===== src/rtl/dmem_port_arbiter_if.sv =====
// Bundle of the requester handshake, response and memory-side signals of the
// data-memory port arbiter. The arbiter takes the slave view; whatever drives
// the requests and models the memory takes the master view.
interface dmem_port_arbiter_if #(
    parameter int DATA_W = 32,
    parameter int ADDR_W = 9
);
    logic [1:0]        req_valid;
    logic [1:0]        req_ready;
    logic              req_we0;
    logic              req_we1;
    logic [ADDR_W-1:0] req_addr0;
    logic [ADDR_W-1:0] req_addr1;
    logic [DATA_W-1:0] req_wdata0;
    logic [DATA_W-1:0] req_wdata1;
    logic [1:0]        rsp_valid;
    logic [DATA_W-1:0] rsp_rdata;
    logic              mem_wr;
    logic              mem_rd;
    logic [ADDR_W-1:0] mem_addr;
    logic [DATA_W-1:0] mem_wr_data;
    logic [DATA_W-1:0] mem_rd_data;

    modport slave (
        input  req_valid, req_we0, req_we1, req_addr0, req_addr1,
               req_wdata0, req_wdata1, mem_rd_data,
        output req_ready, rsp_valid, rsp_rdata,
               mem_wr, mem_rd, mem_addr, mem_wr_data
    );

    modport master (
        output req_valid, req_we0, req_we1, req_addr0, req_addr1,
               req_wdata0, req_wdata1, mem_rd_data,
        input  req_ready, rsp_valid, rsp_rdata,
               mem_wr, mem_rd, mem_addr, mem_wr_data
    );
endinterface


===== src/rtl/dmem_port_arbiter.sv =====
// Two-port arbiter in front of the single data-memory port. Port 0 (core) has
// priority; port 1 (debug/loader) is guaranteed a grant after STARVE_LIM
// consecutive port-0 wins while it waits. One access in flight at a time:
// accept (IDLE) -> memory strobe (ACCESS) -> response pulse (RESP).
module dmem_port_arbiter #(
    parameter int DATA_W     = 32,
    parameter int ADDR_W     = 9,
    parameter int STARVE_LIM = 4
) (
    input  logic                 clk,
    input  logic                 reset,
    dmem_port_arbiter_if.slave   bus
);

    localparam logic [1:0] IDLE   = 2'd0;
    localparam logic [1:0] ACCESS = 2'd1;
    localparam logic [1:0] RESP   = 2'd2;

    localparam logic [3:0] LIM = 4'(STARVE_LIM);

    logic [1:0]        state_q, state_d;
    logic [3:0]        starve_q, starve_d;
    logic              id_q, id_d;
    logic              we_q, we_d;
    logic [ADDR_W-1:0] addr_q, addr_d;
    logic [DATA_W-1:0] wdata_q, wdata_d;
    logic [1:0]        grant;
    logic              accept;

    // Pick at most one winner while idle; nothing is offered while reset is held.
    always_comb begin
        grant = 2'b00;
        if (state_q == IDLE && reset) begin
            if (bus.req_valid[1] && (!bus.req_valid[0] || starve_q == LIM)) begin
                grant = 2'b10;
            end else if (bus.req_valid[0]) begin
                grant = 2'b01;
            end
        end
    end

    // A grant is only ever given to a valid port, so any grant is a transfer.
    assign accept = |grant;

    // Sequence the single in-flight access and track how long port 1 has waited.
    always_comb begin
        state_d  = state_q;
        starve_d = starve_q;
        id_d     = id_q;
        we_d     = we_q;
        addr_d   = addr_q;
        wdata_d  = wdata_q;
        case (state_q)
            IDLE: begin
                if (accept) begin
                    state_d = ACCESS;
                    id_d    = grant[1];
                    we_d    = grant[1] ? bus.req_we1    : bus.req_we0;
                    addr_d  = grant[1] ? bus.req_addr1  : bus.req_addr0;
                    wdata_d = grant[1] ? bus.req_wdata1 : bus.req_wdata0;
                    if (grant[0] && bus.req_valid[1]) begin
                        starve_d = (starve_q == LIM) ? starve_q : starve_q + 4'd1;
                    end else begin
                        starve_d = 4'd0;
                    end
                end
            end
            ACCESS:  state_d = RESP;
            RESP:    state_d = IDLE;
            default: state_d = IDLE;
        endcase
    end

    // State registers; reset abandons any access in flight.
    always_ff @(posedge clk or negedge reset) begin
        if (!reset) begin
            state_q  <= IDLE;
            starve_q <= 4'd0;
            id_q     <= 1'b0;
            we_q     <= 1'b0;
            addr_q   <= '0;
            wdata_q  <= '0;
        end else begin
            state_q  <= state_d;
            starve_q <= starve_d;
            id_q     <= id_d;
            we_q     <= we_d;
            addr_q   <= addr_d;
            wdata_q  <= wdata_d;
        end
    end

    // The latched address/data only change on an accept, so they sit on the
    // memory bus during ACCESS and hold their last value otherwise.
    assign bus.req_ready   = grant;
    assign bus.mem_rd      = (state_q == ACCESS) && !we_q;
    assign bus.mem_wr      = (state_q == ACCESS) && we_q;
    assign bus.mem_addr    = addr_q;
    assign bus.mem_wr_data = wdata_q;
    assign bus.rsp_valid   = (state_q == RESP) ? (id_q ? 2'b10 : 2'b01) : 2'b00;
    assign bus.rsp_rdata   = (state_q == RESP && !we_q) ? bus.mem_rd_data : '0;

endmodule


===== src/flat_wrapper.sv =====
// flat-port wrapper written by rule: the top's interface ports become plain ports
module dmem_port_arbiter_flat 
#(
    parameter int DATA_W     = 32,
    parameter int ADDR_W     = 9,
    parameter int STARVE_LIM = 4
)
  (clk, reset, bus_req_valid, bus_req_we0, bus_req_we1, bus_req_addr0, bus_req_addr1, bus_req_wdata0, bus_req_wdata1, bus_mem_rd_data, bus_req_ready, bus_rsp_valid, bus_rsp_rdata, bus_mem_wr, bus_mem_rd, bus_mem_addr, bus_mem_wr_data);
  dmem_port_arbiter_if #(.DATA_W(DATA_W), .ADDR_W(ADDR_W)) bus_i ();
  input  logic clk;
  input  logic reset;
  input wire logic [$bits(bus_i.req_valid)-1:0] bus_req_valid;
  input wire logic [$bits(bus_i.req_we0)-1:0] bus_req_we0;
  input wire logic [$bits(bus_i.req_we1)-1:0] bus_req_we1;
  input wire logic [$bits(bus_i.req_addr0)-1:0] bus_req_addr0;
  input wire logic [$bits(bus_i.req_addr1)-1:0] bus_req_addr1;
  input wire logic [$bits(bus_i.req_wdata0)-1:0] bus_req_wdata0;
  input wire logic [$bits(bus_i.req_wdata1)-1:0] bus_req_wdata1;
  input wire logic [$bits(bus_i.mem_rd_data)-1:0] bus_mem_rd_data;
  output wire logic [$bits(bus_i.req_ready)-1:0] bus_req_ready;
  output wire logic [$bits(bus_i.rsp_valid)-1:0] bus_rsp_valid;
  output wire logic [$bits(bus_i.rsp_rdata)-1:0] bus_rsp_rdata;
  output wire logic [$bits(bus_i.mem_wr)-1:0] bus_mem_wr;
  output wire logic [$bits(bus_i.mem_rd)-1:0] bus_mem_rd;
  output wire logic [$bits(bus_i.mem_addr)-1:0] bus_mem_addr;
  output wire logic [$bits(bus_i.mem_wr_data)-1:0] bus_mem_wr_data;
  assign bus_i.req_valid = bus_req_valid;
  assign bus_i.req_we0 = bus_req_we0;
  assign bus_i.req_we1 = bus_req_we1;
  assign bus_i.req_addr0 = bus_req_addr0;
  assign bus_i.req_addr1 = bus_req_addr1;
  assign bus_i.req_wdata0 = bus_req_wdata0;
  assign bus_i.req_wdata1 = bus_req_wdata1;
  assign bus_i.mem_rd_data = bus_mem_rd_data;
  assign bus_req_ready = bus_i.req_ready;
  assign bus_rsp_valid = bus_i.rsp_valid;
  assign bus_rsp_rdata = bus_i.rsp_rdata;
  assign bus_mem_wr = bus_i.mem_wr;
  assign bus_mem_rd = bus_i.mem_rd;
  assign bus_mem_addr = bus_i.mem_addr;
  assign bus_mem_wr_data = bus_i.mem_wr_data;
  dmem_port_arbiter #(.DATA_W(DATA_W), .ADDR_W(ADDR_W), .STARVE_LIM(STARVE_LIM)) u_core (.clk(clk), .reset(reset), .bus(bus_i));
endmodule

===== config.mk =====
export PLATFORM = sky130hd
export DESIGN_NAME = dmem_port_arbiter_flat
export DESIGN_NICKNAME = d
export VERILOG_FILES = /design/src/rtl/dmem_port_arbiter_if.sv /design/src/rtl/dmem_port_arbiter.sv /design/src/flat_wrapper.sv
export SDC_FILE = /design/constraint.sdc
export NUM_CORES = 1
export LEC_CHECK = 0
export CAP_MARGIN = 20
export CORE_ASPECT_RATIO = 0.5
export CORE_UTILIZATION = 38
export CTS_CLUSTER_SIZE = 25
export DETAILED_ROUTE_END_ITERATION = 10
export GPL_TIMING_DRIVEN = 0
export HOLD_SLACK_MARGIN = 0.08
export MAX_ROUTING_LAYER = met4
export PLACE_DENSITY = 0.87
export SYNTH_ARGS = -nofsm -noshare
export SYNTH_HDL_FRONTEND = slang
export SYNTH_SLANG_ARGS = --single-unit

===== constraint.sdc =====
create_clock -name clk -period 5.6 [get_ports clk]
set_clock_uncertainty 0.15 [all_clocks]
set_input_delay 0.56 -clock clk [delete_from_list [all_inputs] [get_ports clk]]
set_output_delay 0.56 -clock clk [all_outputs]
set_load 0.005 [all_outputs]

# Yosys cells after proc, flatten, opt, wreduce, memory -nomap -nowiden
# Cells that the tools add are included.
# word_totals
ff_bits	49
input_bits	120
out_inout_bits	79
# op_classes
addsub	1
n_eq_ne	5
mux	13
reduce_logical	13
# ops
cell	n
2-to-1 mux 32 bit	2
2-to-1 mux 2 bit	5
2-to-1 mux 9 bit	1
2-to-1 mux 4 bit	2
logical AND 1 bit	6
adder 4 x 1 -> 4 bit, second input constant	1
equality test 4 x 3 -> 1 bit, second input constant	1
case mux 2 bit (2 select lines)	1
AND reduction 3 bit	1
equality test 2 x 1 -> 1 bit, second input constant	1
equality test 2 bit, second input constant	1
zero test 1 bit	2
zero test 2 bit	1
2-to-1 mux 1 bit	2
inequality test 2 x 1 -> 1 bit, second input constant	1
inequality test 2 bit, second input constant	1
AND reduction 2 bit	1
OR reduction 2 bit	1
logical OR 1 bit	1

# Logic depth before layout (Yosys ltp)
# Gate-level depths: netlist of the first run.
# logic_depth
depth_word	8
mapped_depth	8

# Least setup slack after synthesis of the first run
# OpenSTA, ideal clock, no wires.
# synth_timing
path_type	reg-to-output
start	register u_core.starve_q[0]
end	output port bus_req_ready[0]
t_arrival_ps	1604
required_ps	4890
path_slack_ps	3286
stages_incl_launch_ff	8
path_buffers	2
cell_sequence	dfrtp_1 -> inv_1 -> ha_1 -> nand3b_1 -> a21boi_1 -> clkbuf_1 -> buf_2 -> nor2_1
# synth_between
elab_chain_len	5
# synth_rtl
element	line_no	rtl
from (decl)	dmem_port_arbiter.sv:22	logic [3:0] starve_q, starve_d;
from (signal assigned)	dmem_port_arbiter.sv:85	starve_q <= starve_d;
equality test 4 x 3 -> 1 bit	dmem_port_arbiter.sv:34	if (bus.req_valid[1] && (!bus.req_valid[0] || starve_q == LIM)) begin
logical OR 1 bit	dmem_port_arbiter.sv:34	
logical AND 1 bit	dmem_port_arbiter.sv:34	
2-to-1 mux 2 bit	dmem_port_arbiter.sv:34	
2-to-1 mux 2 bit	dmem_port_arbiter.sv:33	if (state_q == IDLE && reset) begin
to (decl)	flat_wrapper.sv:20	output wire logic [$bits(bus_i.req_ready)-1:0] bus_req_ready;
# No other way between the ends.

# Worst setup path in the final report of the first run
# layout_timing
start	input port reset
end	output port bus_req_ready[0]
# layout_between
elab_chain_len	2
# layout_rtl
element	line_no	rtl
from (decl)	flat_wrapper.sv:11	input logic reset;
logical AND 1 bit	dmem_port_arbiter.sv:33	
2-to-1 mux 2 bit	dmem_port_arbiter.sv:33	
# No other way between the ends.

==> summary.md, run 1 <==
| Metric | Value |
|---|---|
| Status | complete, no violations |
| Post-synthesis mux area share | 0.00355 |
| I/O pin cnt | 199 |
| Synth area leaders | dfrtp_1, a211oi_2, nor2_1, nor3_1, and2_1 |
| Fin. max-slew vios | 0 |
| Crit end category | output port |
| Die Area | 0.00779 mm2 |
| Hold_buf cts | 1 |
| Cells after Synth | 312 |
| Clock-pin slew on the worst setup and hold paths | 0.07 ns |
| Initial DRC Count | 157 |
| Final worst path period share | 0.667 |
| Asr flop ratio synth | 1.00 |
| Reg2Reg Setup Slack | 3.25 ns |
| Global-route wire length before repair | 16.2 mm |
| CTS Buf Count | 5 |
| R2r startpoint | u_core.starve_q[0] |
| Commonest non-fill, non-tap cell in the layout | clkdlybuf4s50_1 |
| WP data required | 4.89 ns |
| Peak VDD IR | 219 uV |
| Row cnt | 21 |
| Layout cells sized above 1 | 0.112 |
| Hold Vio Cnt, Final | 0 |
| Peak Freq | 268 MHz |
| Worst setup path class | in -> out |
| Initial Util | 0.407 |
| Area share of fa/ha/maj cells after synthesis | 0.00887 |
| Routability Congestion | 0.796 |
| Port-buffer cells | 198 |
| Main combinational cell family by area after synthesis | simple AND/OR/NAND/NOR gates |
| Reg2Reg Depth | 7 |
| Die height | 62.9 um |
| Largest net degree at the start of global routing | 37 |
| Via count | 3121 |
| Routed len/inst | 16.5 um |
| Worst-margin pin slew | 0.548 ns |
| N_diodes | 0 |
| Layout area overhead | 80.3% |
| Hold_ws | 0.360 ns |
| Fin nets | 641 |
| Residual DRC | 0 |
| Synth Area in Simple Gates | 0.301 |
| Critical path peak fanout | 36 |
| RSZ-0062 raised after global routing | no |
| Mapped Nets | 434 |
| Number of global-route vias before repair | 3087 |
| Crit. Startpoint | reset |
| Bufs on Longest Clock Path | 2 |
| Post-route ant nets | 0 |
| Cell taking the most area after synthesis | dfrtp_1 |
| Mapped Area | 0.00282 mm2 |
| Clock Root Buffer | clkbuf_16 |
| Synth unique cells | 29 |
| Initial antenna violation count | 0 |
| Synth warn | 0 |
| Top cell type's share of synthesized area | 0.435 |
| Total track usage | 0.276 |
| CP endpoint | bus_req_ready[0] |
| WP data arrival | 3.02 ns |
| Vias per cell | 5.11 |
| Post-synthesis sequential area ratio | 0.435 |
| Min Tclk post-route | 3.73 ns |
| Synth Flop Type | dfrtp_1 |
| CTS tree | yes |
| Max Cap Viol | 0 |
| Flops & latches, synth | 49 |
| Syn_area_per_cell | 9.04 um2 |
| Clk_lat worst skew | 0.28 ns |
| DRT Wirelength | 10.1 mm |
| Sink Count | 49 |
| Setup TNS Final | 0 ns |
| Pwr per Cell Area | 245 mW/mm2 |
| Post-synth EDFFs | 0 |
| Post-route cell area | 0.00508 mm2 |
| GR Overflow Total | 0 |
| H-tree depth | 2 |
| Die W | 124 um |
| Pleak | 1.96 nW |
| Worst Hold Class | reg -> reg |
| DR pass1 iterations | 4 |
| # setup viols final | 0 |
| Detailed placement HPWL | 7.59 mm |
| RR Endpoint | u_core.bus.mem_wr_data[24] |
| Relative slew slack | 0.634 |
| Xor-xnor portion of the synthesized cell area | 0 |
| Commonest non-fill, non-tap cells in the layout | clkdlybuf4s50_1, nor2_1, dfrtp_1 |
| Complex-gate fraction of the synthesized area | 0.195 |
| Number of post-CTS setup repair buffers | 0 |
| Area of placed instances | 0.00493 mm2 |
| Core Footprint | 0.00694 mm2 |
| Critical path startpoint category | primary input |
| CTS resizes | 0 |
-- metrics by stage --
step                std cells  power [mW]  setup slack, ns  utilization
CTS                       611        1.25             1.85        0.733
finish                    611        1.25             1.87        0.733
floorplan                 312       0.652             3.29            -
global route              611        1.31             1.61        0.733
global placement          602       0.942            0.362        0.709
detailed placement        603       0.952             2.04        0.711
-- critical path, stage by stage --
cell and delay [ns]:
dlygate4sd3_1 0.52, buf_2 0.36, buf_12 0.27, nand3_1 0.33
clkbuf_1 0.32, nor2_1 0.14, clkdlybuf4s50_1 0.50
-- kinds of logic after synthesis --
family / Yosys count
simple gates: 181
compound gates: 49
flops: 49
buf+inv: 30
fa+ha+maj: 2
mux: 1
-- cell usage after synthesis (2+ instances only) --
library cell	n
and2_1	33
nand3_1	3
o21ai_0	3
nor3_1	43
nor2_1	90
a211oi_2	38
buf_6	5
clkbuf_1	13
inv_1	3
nand2_1	3
ha_1	2
dfrtp_1	49
a211oi_1	4
buf_2	5
nor2b_1	2
buf_1	3
-- flip-flops by register name, summed over array words and instances (netlist names) --
signal,flops
u_core.bus.mem_wr_data,32
u_core.bus.mem_addr,9
u_core.starve_q,4
u_core.state_q,2
u_core.id_q,1
u_core.we_q,1
-- area by class of cell --
| cell class | instances | area, um2 |
|---|---|---|
| timing repair buffer | 200 | 2010 |
| fill | 526 | 1850 |
| multi-input combinational | 233 | 1430 |
| sequential | 49 | 1230 |
| clock buffer | 7 | 143 |
| buffer | 26 | 141 |
| tap | 92 | 115 |
| inverter | 4 | 20.0 |
-- where the power goes --
group	switching [mW]	internal (mW)	total [mW]	leakage, nW
registers	0.0438	0.429	0.473	0.542
clock network	0.124	0.176	0.299	0.0700
logic	0.184	0.289	0.473	1.34
total	0.352	0.894	1.25	1.96
-- layer usage --
metal / routed length, um / part of all wire / vias up / global-route usage
met5: 0 / 0 / - / -
met3: 687 / 0.068 / 22 / 0.0611
met4: 244 / 0.024 / 0 / 0.0723
met2: 4850 / 0.48 / 114 / 0.445
li1: - / - / 1479 / -
met1: 4270 / 0.42 / 1506 / 0.349
-- worst min-delay path by stage --
| stage | start | endpoint | cells after the start |
|---|---|---|---|
| after global placement | u_core.state_q[1] | u_core.state_q[1] | 1 |
| final | u_core.state_q[1] | u_core.state_q[1] | 1 |
| after CTS | u_core.state_q[1] | u_core.state_q[1] | 1 |
| after global routing | u_core.state_q[1] | u_core.state_q[1] | 1 |
| after floorplan | reset | u_core.bus.mem_addr[0] | 0 |
| after detailed placement | u_core.state_q[1] | u_core.state_q[1] | 1 |
(Power assumes the default switching activity.)
==> inputs of run 2 (changes only) <==
--- a/config.mk
+++ b/config.mk
@@ -7,13 +7,13 @@
 export LEC_CHECK = 0
 export CAP_MARGIN = 20
 export CORE_ASPECT_RATIO = 0.5
-export CORE_UTILIZATION = 38
+export CORE_UTILIZATION = 32
 export CTS_CLUSTER_SIZE = 25
 export DETAILED_ROUTE_END_ITERATION = 10
 export GPL_TIMING_DRIVEN = 0
 export HOLD_SLACK_MARGIN = 0.08
 export MAX_ROUTING_LAYER = met4
-export PLACE_DENSITY = 0.87
+export PLACE_DENSITY = 0.78
 export SYNTH_ARGS = -nofsm -noshare
 export SYNTH_HDL_FRONTEND = slang
 export SYNTH_SLANG_ARGS = --single-unit
==> constraint.sdc (replaced) <==
create_clock -name clk -period 3.2 [get_ports clk]
set_clock_uncertainty 0.15 [all_clocks]
set_input_delay 0.32 -clock clk [delete_from_list [all_inputs] [get_ports clk]]
set_output_delay 0.32 -clock clk [all_outputs]
set_load 0.005 [all_outputs]
==> run 2 against run 1 <==
  * Combinational power up 75%
  * Cell area increased by 1.4%
  * Clock power is 110% higher
  * Via count fell by 3.5%
  * Total power grew 82%
  * Utilization shrank 11 points
  * Global-route usage down 5.0 points
  * Cell count is 3.6% higher
  * Flip-flop and latch count unchanged
  * Sequential share of layout area down 0.32 points
  * Wire length is 2.1% higher
  * Die area grew 18%
==> summary.md, run 2 (synthesis gave the netlist of run 1 again) <==
| Metric | Value |
|---|---|
| Routability Congestion | 0.834 |
| Residual DRC | 0 |
| Clock Root Buffer | clkbuf_16 |
| Post-route ant nets | 0 |
| Routed len/inst | 16.2 um |
| Final worst path period share | 0.928 |
| Pwr per Cell Area | 441 mW/mm2 |
| Sink Count | 49 |
| Min Tclk post-route | 2.97 ns |
| Commonest non-fill, non-tap cells in the layout | clkdlybuf4s50_1, nor2_1, dfrtp_1 |
| HP Start | u_core.id_q |
| WP data required | 2.73 ns |
| Max Cap Viol | 0 |
| DRT Wirelength | 10.3 mm |
| Global-route wire length before repair | 15.3 mm |
| Register Area | 0.00123 mm2 |
| Via count | 3013 |
| Final Non-Filler Cells | 633 |
| Setup WS post-layout | 0.230 ns |
| Number of post-CTS setup repair buffers | 0 |
| Clock-pin slew on the worst setup and hold paths | 0.07 ns |
| Largest net degree at the start of global routing | 40 |
| Status | complete, no violations |
| Dpl ws | 0.103 ns |
| RSZ-0062 raised after global routing | no |
| Worst-margin pin slew | 0.577 ns |
| Vias per cell | 4.76 |
| DR pass1 iterations | 4 |
| Total track usage | 0.226 |
| Met3 GRT Util | 0.0385 |
| Initial antenna violation count | 0 |
| Clk_lat worst skew | 0.29 ns |
| N_diodes | 0 |
| Row cnt | 23 |
| Fin nets | 642 |
| R2r startpoint | u_core.starve_q[1] |
| Hold_ws | 0.356 ns |
| H-tree depth | 2 |
| Peak VDD IR | 264 uV |
| GR Overflow Total | 0 |
| Die height | 68.4 um |
| Initial Util | 0.341 |
| Fill count | 712 |
| Pleak | 1.97 nW |
| Fin. max-slew vios | 0 |
| Setup TNS Final | 0 ns |
| Crit end category | output port |
| Max reg flops | 32 |
| Critical path peak fanout | 39 |
| Peak Freq | 337 MHz |
| Multi-input gate area | 0.00144 mm2 |
| CTS tree | yes |
| Global routing met1 resource utilization | 0.278 |
| Worst Hold Class | reg -> reg |
| Layout cells sized above 1 | 0.119 |
| Port-buffer cells | 198 |
| Bufs on Longest Clock Path | 2 |
| Die W | 135 um |
| Number of global-route vias before repair | 2915 |
| Crit. Startpoint | reset |
| CTS Buf Count | 5 |
| Worst setup path class | in -> out |
| Fin util | 0.624 |
| WP data arrival | 2.50 ns |
| GR peak layer | met2 |
| I/O pin cnt | 199 |
| Relative slew slack | 0.614 |
| Die Area | 0.00922 mm2 |
| Hold Vio Cnt, Final | 0 |
| # setup viols final | 0 |
| Layout area overhead | 82.7% |
| Met2 usage | 0.385 |
| Detailed placement HPWL | 7.84 mm |
| Critical path startpoint category | primary input |
| Initial DRC Count | 131 |
| Core Footprint | 0.00826 mm2 |
| Inst Count DP | 623 |
| Commonest non-fill, non-tap cell in the layout | clkdlybuf4s50_1 |
## run 2: changes by cell type in the layout (fill, tap and decap cells not counted), sizes merged
cell | previous run | this run
clkbuf | 20 | 18
bufinv | 0 | 1
clkinv | 1 | 2
clkinvlp | 0 | 1
dlygate4sd3 | 1 | 2
## run 2: through the flow
step,cell area (um2),power (mW)
floorplan,2820,1.14
global placement,4940,1.65
detailed placement,4960,1.67
CTS,5150,2.29
global route,5150,2.40
finish,5150,2.27
## run 2: layout make-up
cell class              count  share of cell area
flip-flops and latches     49               0.238
well taps                 112              0.0272
clock buffers               5              0.0243
clock inverters             3             0.00898
multi-input cells         233               0.279
repair buffers            201               0.391
inverters                   4             0.00388
plain buffers              26              0.0277
## run 2: path summary, 6_finish.rpt
kind / slack [ns] / cells after the start / endpoint
hold / removal: 0.36 / 1 / u_core.id_q
max in group asynchronous: 1.54 / 3 / u_core.bus.mem_wr_data[12]
setup reg to reg: 1.09 / 7 / u_core.bus.mem_addr[7]
min in group asynchronous: 0.39 / 3 / u_core.bus.mem_addr[4]
hold reg to reg: 0.36 / 1 / u_core.id_q
setup / recovery: 0.23 / 7 / bus_req_ready[0]
## run 2: critical path, stage by stage
cell	delay [ns]
dlygate4sd3_1	0.52
buf_2	0.13
buf_12	0.22
nand3_1	0.31
clkbuf_1	0.32
nor2_1	0.14
clkdlybuf4s50_1	0.51
## run 2: power by group
group	leakage [nW]	internal [mW]	switching (mW)
clock	0.0800	0.370	0.245
combinational	1.35	0.507	0.323
sequential	0.542	0.750	0.0772
## run 2: layer usage
layer,vias up,share of wire
met2,99,0.49
met5,-,0
li1,1476,-
met3,12,0.056
met4,0,0.015
met1,1426,0.44
## run 2: what timing repair did
item | 4_1_cts | 5_1_grt
setup endpoints to repair | 1 | 1
hold buffers | 2 | 0
gates resized for setup | 1 | 2
pin swaps | 0 | 0
hold endpoints to repair | 13 | 0
==> inputs of run 3 (changes only) <==
--- a/config.mk
+++ b/config.mk
@@ -17,3 +17,4 @@
 export SYNTH_ARGS = -nofsm -noshare
 export SYNTH_HDL_FRONTEND = slang
 export SYNTH_SLANG_ARGS = --single-unit
+export TNS_END_PERCENT = 1
==> results of run 3 <==
Same layout as run 2: the final DEF is identical, and so are final timing and power.
==> RTL change 1, RTL diff (config.mk and constraints of run 3) <==
`ADDR_W` is set to 9 in 3 places; all go to 10.
--- a/src/rtl/dmem_port_arbiter_if.sv
+++ b/src/rtl/dmem_port_arbiter_if.sv
@@ -5,3 +5,3 @@
     parameter int DATA_W = 32,
-    parameter int ADDR_W = 9
+    parameter int ADDR_W = 10
 );
--- a/src/rtl/dmem_port_arbiter.sv
+++ b/src/rtl/dmem_port_arbiter.sv
@@ -6,3 +6,3 @@
     parameter int DATA_W     = 32,
-    parameter int ADDR_W     = 9,
+    parameter int ADDR_W     = 10,
     parameter int STARVE_LIM = 4
--- a/src/flat_wrapper.sv
+++ b/src/flat_wrapper.sv
@@ -4,3 +4,3 @@
     parameter int DATA_W     = 32,
-    parameter int ADDR_W     = 9,
+    parameter int ADDR_W     = 10,
     parameter int STARVE_LIM = 4
Interface: changed (resized bus_mem_addr, bus_req_addr0 and bus_req_addr1); port bits go from 199 to 202. No check against the original RTL was run, so the function may have changed too.
==> RTL change 1 against run 3 <==
Synthesized area increased by 2.5%. Final area increased by 2.5%. Via count increased by 3.0%. Sequential cell count increased by 1. Power increased by 3.4%. Routed wire length increased by 0.18%. Setup slack got worse by 33 ps. Clock power increased by 5.0%.
==> RTL change 1: results (changes against run 3) <==
* Largest net degree at the start of global routing at 32 (-20%)
* Flop2flop setup slack at 1050 ps (-40 ps)
* Sw Share at 0.284 (+0.000320)
* Port Buf Inserts at 201 (+1.5%)
* Yosys reg bits at 50 (+2.0%)
* Crit-path max FO at 31 (-21%)
* DRT iter0 DRCs at 161 (+23%)
* Max transition margin at 0.638 (+0.0236)
* Post-synthesis mux area share at 0.00346 (-0.0000860)
* Min-Delay Startpoint: u_core.state_q[1]
* Pwr Density at 445 nW/um2 (+0.94%)
* Adder-cell share of the synthesized area at 0.00866 (-0.000215)
* TritonCTS buffer count at 5 (unchanged)
* Peak VDD IR at 0.000271 V (+2.6%)
* Comb_multi_in at 237 (+1.7%)
* Tap Count at 117 (+4.5%)
* Sequential Power Share at 0.360 (-0.004)
* Hold path endpoint: u_core.state_q[1]
* Complex-gate fraction of the synthesized area at 0.193 (-0.00212)
* Vias in the first global route at 3068 (+5.2%)
* Via count at 3103 (+3.0%)
* Synth top cells by count: nor2_1, dfrtp_1, nor3_1, a211oi_2, and2_1
* Bufs w/o clock at 231 (+1.8%)
* Outcome: finished clean
* Final GP Congestion at 0.824 (-1.2%)
* WL final at 10300 um (+0.18%)
* Fill cell count at 759 (+6.6%)
* Fraction of area in multi-input gates at 0.280 (+0.000913)
* Share of cells above drive strength 1 at 0.132 (+0.0131)
* Final HPWL DP at 7970 um (+1.6%)
* Placed insts at 636 (+2.1%)
* Sequential cell area at 1250 um2 (+2.0%)
* Yosys cell types at 31 (+6.9%)
* Final Non-Filler Cells at 647 (+2.2%)
* R2r endpoint: u_core.bus.mem_addr[4]
* Pleak at 0.00202 uW (+2.1%)
* Mapped Nets at 441 (+1.6%)
* All-layer global routing usage at 0.226 (-0.000680)
* P_comb at 857 uW (+3.4%)
* Signal buf overhead at 0.418 (-0.000786)
* Post-synthesis sequential area ratio at 0.433 (-0.00188)
* Area Overhead vs Synth at 82.7% (about the same)
* DP Area at 5060 um2 (+2.1%)
* Ys async rst share at 1.00 (unchanged)
* Critical R2R Launch: u_core.starve_q[1]
* Clock buffer count at 6 (+1)
* First-pass GRT wire length at 16200 um (+5.4%)
* ClkCell Share at 0.0336 (+0.000389)
* Synth area leaders: dfrtp_1, a211oi_2, nor2_1, nor3_1, and2_1
* Setup TNS Final at 0 ps (unchanged)
[RTL change 1: changes by cell type in the layout (fill, tap and decap cells not counted), sizes merged, moves of 2 or more]
| cell | before | now |
|---|---|---|
| nor2 | 90 | 92 |
| clkbuf | 18 | 23 |
| buf | 15 | 12 |
| inv | 3 | 5 |
| clkdlybuf4s50 | 197 | 200 |
| clkinv | 2 | 0 |
[RTL change 1: worst max-delay path by stage]
stage,depth (start not counted),end,slack [ps],from
final,7,bus_req_ready[0],200,reset
after global routing,7,bus_req_ready[0],90,reset
after CTS,7,bus_req_ready[0],210,reset
after detailed placement,6,bus_req_ready[0],200,bus_req_valid[1]
after global placement,5,bus_req_ready[0],-1680,reset
after floorplan,7,bus_req_ready[0],1220,u_core.starve_q[0]
[RTL change 1: per-layer routing]
layer,vias up,GRT usage,routed length (um)
li1,1516,-,-
met2,99,0.382,5140
met1,1474,0.280,4450
met4,0,0.0519,155
met3,14,0.0387,533
met5,-,-,0
==> RTL change 2, RTL diff (flow settings as in run 3) <==
Without the edit above. `wdata_q` no longer has a reset.
--- a/src/rtl/dmem_port_arbiter.sv
+++ b/src/rtl/dmem_port_arbiter.sv
@@ -81,3 +81,2 @@
             addr_q   <= '0;
-            wdata_q  <= '0;
         end else begin
@@ -88,4 +87,7 @@
             addr_q   <= addr_d;
-            wdata_q  <= wdata_d;
         end
+    end
+
+    always_ff @(posedge clk) begin
+        wdata_q <= wdata_d;
     end
Function: differs if reset is asserted again (counterexample within 4 cycles, from zero or initial values and one cycle with reset low); with reset held inactive, the same outputs for 10 cycles.
==> RTL change 2 against run 3 <==
Power fell by 12%. Synthesized area is 9.4% lower. Routed wire length is 17% lower. Largest power group is now registers. Hold slack gained 17 ps. Final area fell by 5.5%. Sequential cell count did not move. Setup slack gained 22 ps. Largest cell class unchanged. Sequential share of layout area grew 4.7 points. Non-clock buffer count is 12 lower. First-iteration DRC count is 31% lower. Global-route usage shrank 2.6 points.
==> RTL change 2: results (changes against run 3) <==
* Cell count after synthesis at 198 (-37%)
* CP max-delay cell: clkdlybuf4s50_1
* Synth area leaders: edfxtp_1, dfrtp_1, mux2_2, and2_1, a2111o_1
* R2r endpoint: u_core.id_q
* Internal power at 1520 uW (-6.9%)
* Outcome: finished clean
* First-pass GRT wire length at 12600 um (-18%)
* Via count at 2422 (-20%)
* Peak VDD IR at 0.000364 V (+38%)
* P_comb at 559 uW (-33%)
* Crit-path max FO at 10 (-74%)
* Nets@finish at 526 (-18%)
* Inverters at 6 (+2)
* Seq power at 802 uW (-3.1%)
* Period utilization at 0.921 (-0.00678)
* Flop2flop setup slack at 660 ps (-430 ps)
* Synth top cells by count: and2_1, edfxtp_1, mux2_2, dfrtp_1
* WL final at 8470 um (-17%)
* Post-synthesis sequential area ratio at 0.543 (+0.108)
* Clock buffer count at 7 (+2)
* Max transition margin at 0.365 (-0.249)
* Bufs w/o clock at 215 (-5.3%)
* Critical R2R Launch: u_core.state_q[0]
* DP Area at 4680 um2 (-5.6%)
* Final Non-Filler Cells at 513 (-19%)
* Final HPWL DP at 6600 um (-16%)
* All-layer global routing usage at 0.200 (-0.0260)
* Vias in the first global route at 2509 (-14%)
* Min-Delay Startpoint: u_core.state_q[1]
* Setup crit start: u_core.starve_q[0]
* Final GP Congestion at 0.818 (-2.0%)
* Signal buf overhead at 0.426 (+0.00697)
* DRT iter0 DRCs at 91 (-31%)
* Share of cells above drive strength 1 at 0.126 (+0.00692)
* Main flop type after synthesis: edfxtp_1
* Fill cell count at 569 (-20%)
* Dpl ws at -390 ps (-493 ps)
* R2R cell count at 5 (-2)
* Comb_multi_in at 127 (-45%)
==> RTL change 2: changes by cell type after synthesis, sizes merged, moves of 6 or more <==
| cell | change |
|---|---|
| mux2 | +32 |
| nor3 | -43 |
| edfxtp | +32 |
| buf | -6 |
| o21bai | +10 |
| a2111o | +10 |
| o311a | +10 |
| a211oi | -42 |
| nor2 | -84 |
| dfrtp | -32 |
==> RTL change 2: per-layer routing <==
layer  track usage  wire (um)  up-vias
li1              -          -     1154
met1         0.227       3400     1190
met2         0.377       4640       72
met3        0.0358        358        6
met4        0.0353         69        0
met5             -          0        -
==> RTL change 2: logic make-up after synthesis <==
logic type,share of synthesized area
adders and majority gates,0.00979
muxes,0.141
AOI/OAI and AO/OA,0.138
and+or+nand+nor,0.126
buffers and inverters,0.0426
DFF,0.543
==> RTL change 2: critical path, delay by kind of cell, from the launching register on <==
family                   cells  cell delay [ps]
AO/OA/AOI/OAI                1              230
adder cells (fa/ha/maj)      1              220
buffers and inverters        3              900
flip-flops                   1              420
AND/OR/NAND/NOR              2              430
